### config.mk
export PLATFORM = sky130hd
export DESIGN_NAME = aurora_block_scheduler
export DESIGN_NICKNAME = d
export VERILOG_FILES = /design/src/rtl/aurora_sched_pkg.sv /design/src/rtl/aurora_sched_burst_timer.sv /design/src/rtl/aurora_block_scheduler.sv
export SDC_FILE = /design/constraint.sdc
export NUM_CORES = 1
export LEC_CHECK = 0
export ABC_AREA = 1
export BUFFER_PORTS_ARGS = -buffer_cell sky130_fd_sc_hd__buf_2
export CORE_MARGIN = 10
export CORE_UTILIZATION = 45
export DETAILED_ROUTE_END_ITERATION = 10
export PLACE_DENSITY = 0.62
export SLEW_MARGIN = 20
export SYNTH_ARGS = -nofsm -noshare
export SYNTH_HDL_FRONTEND = slang
export SYNTH_SLANG_ARGS = --single-unit
### constraint.sdc
create_clock -name Clk -period 3.2 [get_ports Clk]
set_input_delay 0.32 -clock Clk [delete_from_list [all_inputs] [get_ports Clk]]
set_output_delay 0.32 -clock Clk [all_outputs]
set_load 0.03 [all_outputs]
### src/rtl/aurora_sched_pkg.sv
// Shared slot-type and requester encodings for the Aurora block scheduler.
// The optional data anti-starvation guard is enabled with AURORA_SCHED_STARVE_GUARD_EN.
package aurora_sched_pkg;

   localparam int NSLOTS = 7;
   localparam int NREQ   = 4;

   typedef enum logic [2:0] {
      SLOT_CB    = 3'd0,
      SLOT_CC    = 3'd1,
      SLOT_NFC   = 3'd2,
      SLOT_UFC   = 3'd3,
      SLOT_USERK = 3'd4,
      SLOT_DATA  = 3'd5,
      SLOT_IDLE  = 3'd6
   } slot_e;

   localparam int REQ_NFC   = 0;
   localparam int REQ_UFC   = 1;
   localparam int REQ_USERK = 2;
   localparam int REQ_DATA  = 3;

   localparam logic [NSLOTS-1:0] GRANT_IDLE = 7'b1000000;

   function automatic logic [NSLOTS-1:0] slot_bit(input slot_e slot);
      return {{(NSLOTS-1){1'b0}}, 1'b1} << slot;
   endfunction

endpackage

### src/rtl/aurora_sched_burst_timer.sv
// Periodic burst sequencer: counts acks between bursts, then holds Pending
// until max(Send,1) slots of its own type have been consumed.
module aurora_sched_burst_timer
   import aurora_sched_pkg::*;
#(
   parameter int WAIT_W = 4,
   parameter int SEND_W = 4
) (
   input  logic              Clk,
   input  logic              Rst_n,
   input  logic              Ack,
   input  logic              Clear,
   input  logic [WAIT_W-1:0] Wait,
   input  logic [SEND_W-1:0] Send,
   input  logic              SlotSent,
   output logic              Pending,
   output logic              PendingNext
);

   logic [WAIT_W-1:0] wait_cnt_r;
   logic [WAIT_W-1:0] wait_cnt_nxt_s;
   logic [WAIT_W-1:0] wait_inc_s;
   logic [SEND_W-1:0] burst_cnt_r;
   logic [SEND_W-1:0] burst_cnt_nxt_s;
   logic [SEND_W-1:0] send_eff_s;
   logic [SEND_W:0]   burst_inc_s;
   logic              pending_r;
   logic              pending_nxt_s;

   // Next-state of wait/burst counters and the pending flag.
   always_comb begin
      wait_cnt_nxt_s  = wait_cnt_r;
      burst_cnt_nxt_s = burst_cnt_r;
      pending_nxt_s   = pending_r;
      send_eff_s      = (Send == {SEND_W{1'b0}}) ? {{(SEND_W-1){1'b0}}, 1'b1} : Send;
      wait_inc_s      = (wait_cnt_r == {WAIT_W{1'b1}}) ? wait_cnt_r
                                                       : wait_cnt_r + {{(WAIT_W-1){1'b0}}, 1'b1};
      burst_inc_s     = {1'b0, burst_cnt_r} + {{SEND_W{1'b0}}, 1'b1};
      if (Clear) begin
         wait_cnt_nxt_s  = {WAIT_W{1'b0}};
         burst_cnt_nxt_s = {SEND_W{1'b0}};
         pending_nxt_s   = 1'b0;
      end else if (Ack) begin
         if (pending_r) begin
            if (SlotSent) begin
               if (burst_inc_s >= {1'b0, send_eff_s}) begin
                  burst_cnt_nxt_s = {SEND_W{1'b0}};
                  pending_nxt_s   = 1'b0;
               end else begin
                  burst_cnt_nxt_s = burst_inc_s[SEND_W-1:0];
               end
            end else begin
               burst_cnt_nxt_s = burst_cnt_r;
            end
         end else begin
            // >= rather than == so a Wait lowered below the count fires now
            if ((Wait != {WAIT_W{1'b0}}) && (wait_inc_s >= Wait)) begin
               wait_cnt_nxt_s = {WAIT_W{1'b0}};
               pending_nxt_s  = 1'b1;
            end else begin
               wait_cnt_nxt_s = wait_inc_s;
            end
         end
      end else begin
         pending_nxt_s = pending_r;
      end
   end

   // Timer state registers.
   always_ff @(posedge Clk or negedge Rst_n) begin
      if (!Rst_n) begin
         wait_cnt_r  <= {WAIT_W{1'b0}};
         burst_cnt_r <= {SEND_W{1'b0}};
         pending_r   <= 1'b0;
      end else begin
         wait_cnt_r  <= wait_cnt_nxt_s;
         burst_cnt_r <= burst_cnt_nxt_s;
         pending_r   <= pending_nxt_s;
      end
   end

   assign Pending     = pending_r;
   assign PendingNext = pending_nxt_s;

endmodule

### src/rtl/aurora_block_scheduler.sv
// Per-block slot arbiter for the Aurora 64b/66b priority mux (CB > CC > NFC > UFC > USERK > DATA > IDLE).
// Define AURORA_SCHED_STARVE_GUARD_EN to promote a starved DATA requester above USERK.
module aurora_block_scheduler
   import aurora_sched_pkg::*;
#(
   parameter int CCW_WIDTH = 4,
   parameter int CCS_WIDTH = 4,
   parameter int CBW_WIDTH = 20,
   parameter int CBS_WIDTH = 4,
   parameter int STV_WIDTH = 8
) (
   input  logic                 Clk,
   input  logic                 Rst_n,
   input  logic                 LaneReady,
   input  logic                 AuroraAck,
   input  logic [CCW_WIDTH-1:0] CCWait,
   input  logic [CCS_WIDTH-1:0] CCSend,
   input  logic [CBW_WIDTH-1:0] CBWait,
   input  logic [CBS_WIDTH-1:0] CBSend,
   input  logic [NREQ-1:0]      Req,
   input  logic [STV_WIDTH-1:0] StarveLimit,
   output logic [NSLOTS-1:0]    Grant,
   output logic [NSLOTS-1:0]    Sent,
   output logic                 CBActive
);

   logic              ack_s;
   logic              clear_s;
   logic              cb_pend_r;
   logic              cb_pend_nxt_s;
   logic              cc_pend_nxt_s;
   logic              unused_cc_pend_s;
   logic              data_promote_s;
   logic [NSLOTS-1:0] grant_r;
   logic [NSLOTS-1:0] sent_r;
   logic [NSLOTS-1:0] grant_nxt_s;

   assign ack_s   = AuroraAck & LaneReady;
   assign clear_s = ~LaneReady;

   aurora_sched_burst_timer #(
      .WAIT_W (CBW_WIDTH),
      .SEND_W (CBS_WIDTH)
   ) u_cb_timer (
      .Clk         (Clk),
      .Rst_n       (Rst_n),
      .Ack         (ack_s),
      .Clear       (clear_s),
      .Wait        (CBWait),
      .Send        (CBSend),
      .SlotSent    (grant_r[SLOT_CB]),
      .Pending     (cb_pend_r),
      .PendingNext (cb_pend_nxt_s)
   );

   // CC only ever counts while no CC burst is pending, so a CB burst that
   // pre-empts it leaves its wait count frozen automatically.
   aurora_sched_burst_timer #(
      .WAIT_W (CCW_WIDTH),
      .SEND_W (CCS_WIDTH)
   ) u_cc_timer (
      .Clk         (Clk),
      .Rst_n       (Rst_n),
      .Ack         (ack_s),
      .Clear       (clear_s),
      .Wait        (CCWait),
      .Send        (CCSend),
      .SlotSent    (grant_r[SLOT_CC]),
      .Pending     (unused_cc_pend_s),
      .PendingNext (cc_pend_nxt_s)
   );

`ifdef AURORA_SCHED_STARVE_GUARD_EN
   logic [STV_WIDTH-1:0] stv_cnt_r;

   assign data_promote_s = (StarveLimit != {STV_WIDTH{1'b0}}) && (stv_cnt_r >= StarveLimit);

   // Consecutive DATA losses, saturating.
   always_ff @(posedge Clk or negedge Rst_n) begin
      if (!Rst_n) begin
         stv_cnt_r <= {STV_WIDTH{1'b0}};
      end else if (!LaneReady) begin
         stv_cnt_r <= {STV_WIDTH{1'b0}};
      end else if (AuroraAck) begin
         if (Req[REQ_DATA] && !grant_nxt_s[SLOT_DATA]) begin
            if (stv_cnt_r != {STV_WIDTH{1'b1}}) begin
               stv_cnt_r <= stv_cnt_r + {{(STV_WIDTH-1){1'b0}}, 1'b1};
            end else begin
               stv_cnt_r <= stv_cnt_r;
            end
         end else begin
            stv_cnt_r <= {STV_WIDTH{1'b0}};
         end
      end else begin
         stv_cnt_r <= stv_cnt_r;
      end
   end
`else
   logic unused_stv_s;

   assign unused_stv_s   = ^StarveLimit;
   assign data_promote_s = 1'b0;
`endif

   // Fixed-priority pick for the slot following the current ack.
   always_comb begin
      grant_nxt_s = GRANT_IDLE;
      if (cb_pend_nxt_s) begin
         grant_nxt_s = slot_bit(SLOT_CB);
      end else if (cc_pend_nxt_s) begin
         grant_nxt_s = slot_bit(SLOT_CC);
      end else if (Req[REQ_NFC]) begin
         grant_nxt_s = slot_bit(SLOT_NFC);
      end else if (Req[REQ_UFC]) begin
         grant_nxt_s = slot_bit(SLOT_UFC);
      end else if (data_promote_s && Req[REQ_DATA]) begin
         grant_nxt_s = slot_bit(SLOT_DATA);
      end else if (Req[REQ_USERK]) begin
         grant_nxt_s = slot_bit(SLOT_USERK);
      end else if (Req[REQ_DATA]) begin
         grant_nxt_s = slot_bit(SLOT_DATA);
      end else begin
         grant_nxt_s = GRANT_IDLE;
      end
   end

   // Grant/Sent output registers; Sent pulses only on a qualified ack.
   always_ff @(posedge Clk or negedge Rst_n) begin
      if (!Rst_n) begin
         grant_r <= GRANT_IDLE;
         sent_r  <= {NSLOTS{1'b0}};
      end else if (!LaneReady) begin
         grant_r <= GRANT_IDLE;
         sent_r  <= {NSLOTS{1'b0}};
      end else if (AuroraAck) begin
         grant_r <= grant_nxt_s;
         sent_r  <= grant_r;
      end else begin
         grant_r <= grant_r;
         sent_r  <= {NSLOTS{1'b0}};
      end
   end

   assign Grant    = grant_r;
   assign Sent     = sent_r;
   assign CBActive = cb_pend_r;

endmodule

==> flow_metrics.tcl <==
set metrics [dict create \
    p_per_area_nw_per_um2 276 \
    syn_area_um2 3930 \
    numCtsBuffers 5 \
    root_buffer "clkbuf_8" \
    synth-main-ff-cell "dfrtp_1" \
    crit_type "register to register" \
    ys_seq_area_share_pct 30.6 \
    p_seq_share_pct 50.0 \
    placementRows 34 \
    clock_path_buffers 2 \
    postLayoutCellArea_um2 4590 \
    drtIter0Drc 104 \
    wire_per_inst_um 13.2 \
    internal-power_uw 884 \
    synth_compound_area_share_pct 8.38 \
    place_congestion 0.890 \
    drv_cap 0 \
    holdCritPathClass "primary input to asynchronous set/reset pin" \
    synthCells 541 \
    r2r-start "u_cb_timer.wait_cnt_r[0]" \
    nets 692 \
    fmax_ghz 0.339 \
    critical_path.max_fanout 9 \
    clkTransAtPathRegs_ns 0.10 \
    synth_top_family_by_area "simple AND/OR/NAND/NOR gates" \
    finalSetupViolations 0 \
    n_antenna_cell 0 \
    n_fill_cell 858 \
    synth_top_cell_area_share_pct 30.0 \
    min_period_ns 2.95 \
    vias_per_cell 5.00 \
    cp-startpoint "u_cb_timer.wait_cnt_r[0]" \
    final_layout_size_suffix_gt1_share_pct 22.3 \
    yosys_warnings 0 \
    grt_max_degree 49 \
    yosys.area_share.simple_pct 33.9 \
    synth_most_common_cell "nand2_1" \
    synth_nets 625 \
    synth.top_cells.by_count "nand2_1 (138), inv_1 (95), dfrtp_1 (47)" \
    finalHoldViolCount 0 \
    dieArea_um2 12900 \
    synth_edf_count 0 \
    arrival_ns 3.12 \
    die_height_um 113 \
    status "completed" \
    synth-seq-cells 48 \
    p_sw_uw 385 \
    synth_top_area_cell "dfrtp_1" \
    combinationalPowerShare_pct 17.8 \
    grt_pass1_wl_mm 16.1 \
    swShare_pct 30.3 \
    start_util_pct 45.7 \
    place_area_um2 4340 \
    port_buffers 54 \
    tightest_slew_ns 0.616 \
    antenna_found_initial 0 \
    fin_crit_sh_pct 92.1 \
    clockPowerShare_pct 32.2 \
    slew_headroom_pct 59.0 \
    area_growth_pct 17.0 \
    core_area_um2 8590 \
    grt_pass1_vias 3564 \
    skew_ns 0.0129 \
    htreeDepth 2 \
    max-vdd-ir-drop_v 0.000196 \
    crit_path_end_kind "register" \
    routed_wl_mm 9.44 \
    slew_viol_final 0 \
    synth_fa_ha_area_share_pct 11.5 \
    ant_nets 0 \
    synth_xor_area_share_pct 4.68 \
    vias 3587 \
    synth_area_leaders "dfrtp_1 (30%), nand2_1 (13%), ha_1 (11%)" \
    muxShareOfSynthArea_pct 0 \
    grt.total_usage_pct 14.7 \
    avgSynthCellArea_um2 7.26 \
    cts_tree "yes" \
    drt-pass1-iter-count 4 \
    drc 0 \
    ioPinCount 63 \
    leakage_uw 0.00252 \
    dp_hpwl_mm 7.69 \
    overflow 0 \
    fin_util_pct 53.4 \
    required_ns 3.38 \
    clk-insertion-delay-late_ns 0.31 \
    cp-start-kind "register" \
    fin_hold_ws_ns 0.0105 \
    die_w_um 113 \
    cts_sinks 48 \
    synth_cell_types 36 \
    synthArstFlopShare_pct 100 \
]
[stage by stage]
stage                     total power [uW]  setup slack [ns]  instances  setup TNS (ns)
final                                 1270             0.253        717               0
after global routing                  1330           -0.0137        717         -0.0137
after CTS                             1270            0.0465        710               0
after detailed placement               862            0.0920        702               0
after global placement                 855             0.176        702               0
after floorplan                        780             0.535        541               0
[registers in the layout, summed over array words and instances, names as in the netlist]
register and flops:
Grant 7, u_cc_timer.burst_cnt_r 4, u_cb_timer.burst_cnt_r 4, u_cb_timer.Pending 1, u_cc_timer.Pending 1, u_cb_timer.wait_cnt_r 20, Sent 7, u_cc_timer.wait_cnt_r 4
[layout make-up]
class                      instances  area (um2)  area share, %
inverter                          98         368           8.01
clock inverter                     2        17.5          0.381
tap                              108         135           2.94
timing repair buffer              67         399           8.69
clock buffer                       6        82.6           1.80
multi-input combinational        388        2390           52.0
sequential                        48        1200           26.2
[cells by family after synthesis]
family                     after synthesis
buffers and inverters                  105
xor gates and xnor gates                21
DFF                                     48
and+or+nand+nor                        274
adders and majority gates               36
AOI/OAI and AO/OA                       57
[power by group through the flow]
stage / Sequential, uW / Combinational, uW / Clock (uW)
after detailed placement: 645 / 217 / 0
after global routing: 636 / 261 / 438
after floorplan: 652 / 128 / 0
after CTS: 633 / 218 / 417
after global placement: 645 / 211 / 0
final: 635 / 226 / 409
[what timing repair did]
item                       in CTS  in global routing
setup endpoints to repair       0                 28
resized for setup               0                 21
buffers inserted                0                  7
hold buffers                    0                  0
[critical path, stage by stage (launching register included)]
cell and delay (ns):
dfrtp_1 0.42, ha_4 0.19, nand2_4 0.07, nor2_4 0.05, buf_4 0.15, nand2_4 0.08, nor2_4 0.05, nand2_4 0.10
inv_2 0.07, or2_2 0.30, o21ai_4 0.09, inv_2 0.07, ha_4 0.26, nand2_1 0.05, nor2_2 0.11, nand2_1 0.06
nor2_1 0.11, nand2_1 0.10, nand4_4 0.12, nand2_4 0.08, buf_12 0.16, nand3_1 0.05, o21ai_0 0.08
[cell usage in the layout (no fill, tap or decap), types with 11 or more instances in the layout]
| cell | netlist | routed |
|---|---|---|
| nand2_1 | 138 | 135 |
| inv_1 | 95 | 94 |
| buf_2 | 0 | 53 |
| dfrtp_1 | 47 | 47 |
| nand3_1 | 40 | 40 |
| nor2_1 | 38 | 36 |
| ha_1 | 36 | 34 |
| xor2_1 | 18 | 17 |
| a21oi_1 | 17 | 16 |
| o21ai_0 | 16 | 15 |
| nand2_4 | 12 | 14 |
| buf_4 | 3 | 11 |
[final timing paths]
| path | endpoint | slack (ns) | depth (start not counted) |
|---|---|---|---|
| hold reg to reg | Sent[6] | 0.51 | 2 |
| max in group asynchronous | u_cb_timer.wait_cnt_r[19] | 2.75 | 1 |
| hold / removal | u_cb_timer.wait_cnt_r[14] | 0.01 | 1 |
| setup reg to reg | u_cb_timer.wait_cnt_r[15] | 0.25 | 22 |
| min in group Clk | Sent[1] | 0.30 | 3 |
| setup / recovery | u_cb_timer.wait_cnt_r[15] | 0.25 | 22 |
[per-layer routing]
| metal | vias up | track usage, % | share of wire, % |
|---|---|---|---|
| met4 | 0 | 4.23 | 2.0 |
| li1 | 1860 | - | - |
| met2 | 66 | 25.5 | 49 |
| met5 | - | 0 | 0 |
| met3 | 14 | 2.94 | 3.9 |
| met1 | 1647 | 18.0 | 46 |
Note: power is estimated with default switching activity, not from simulation.
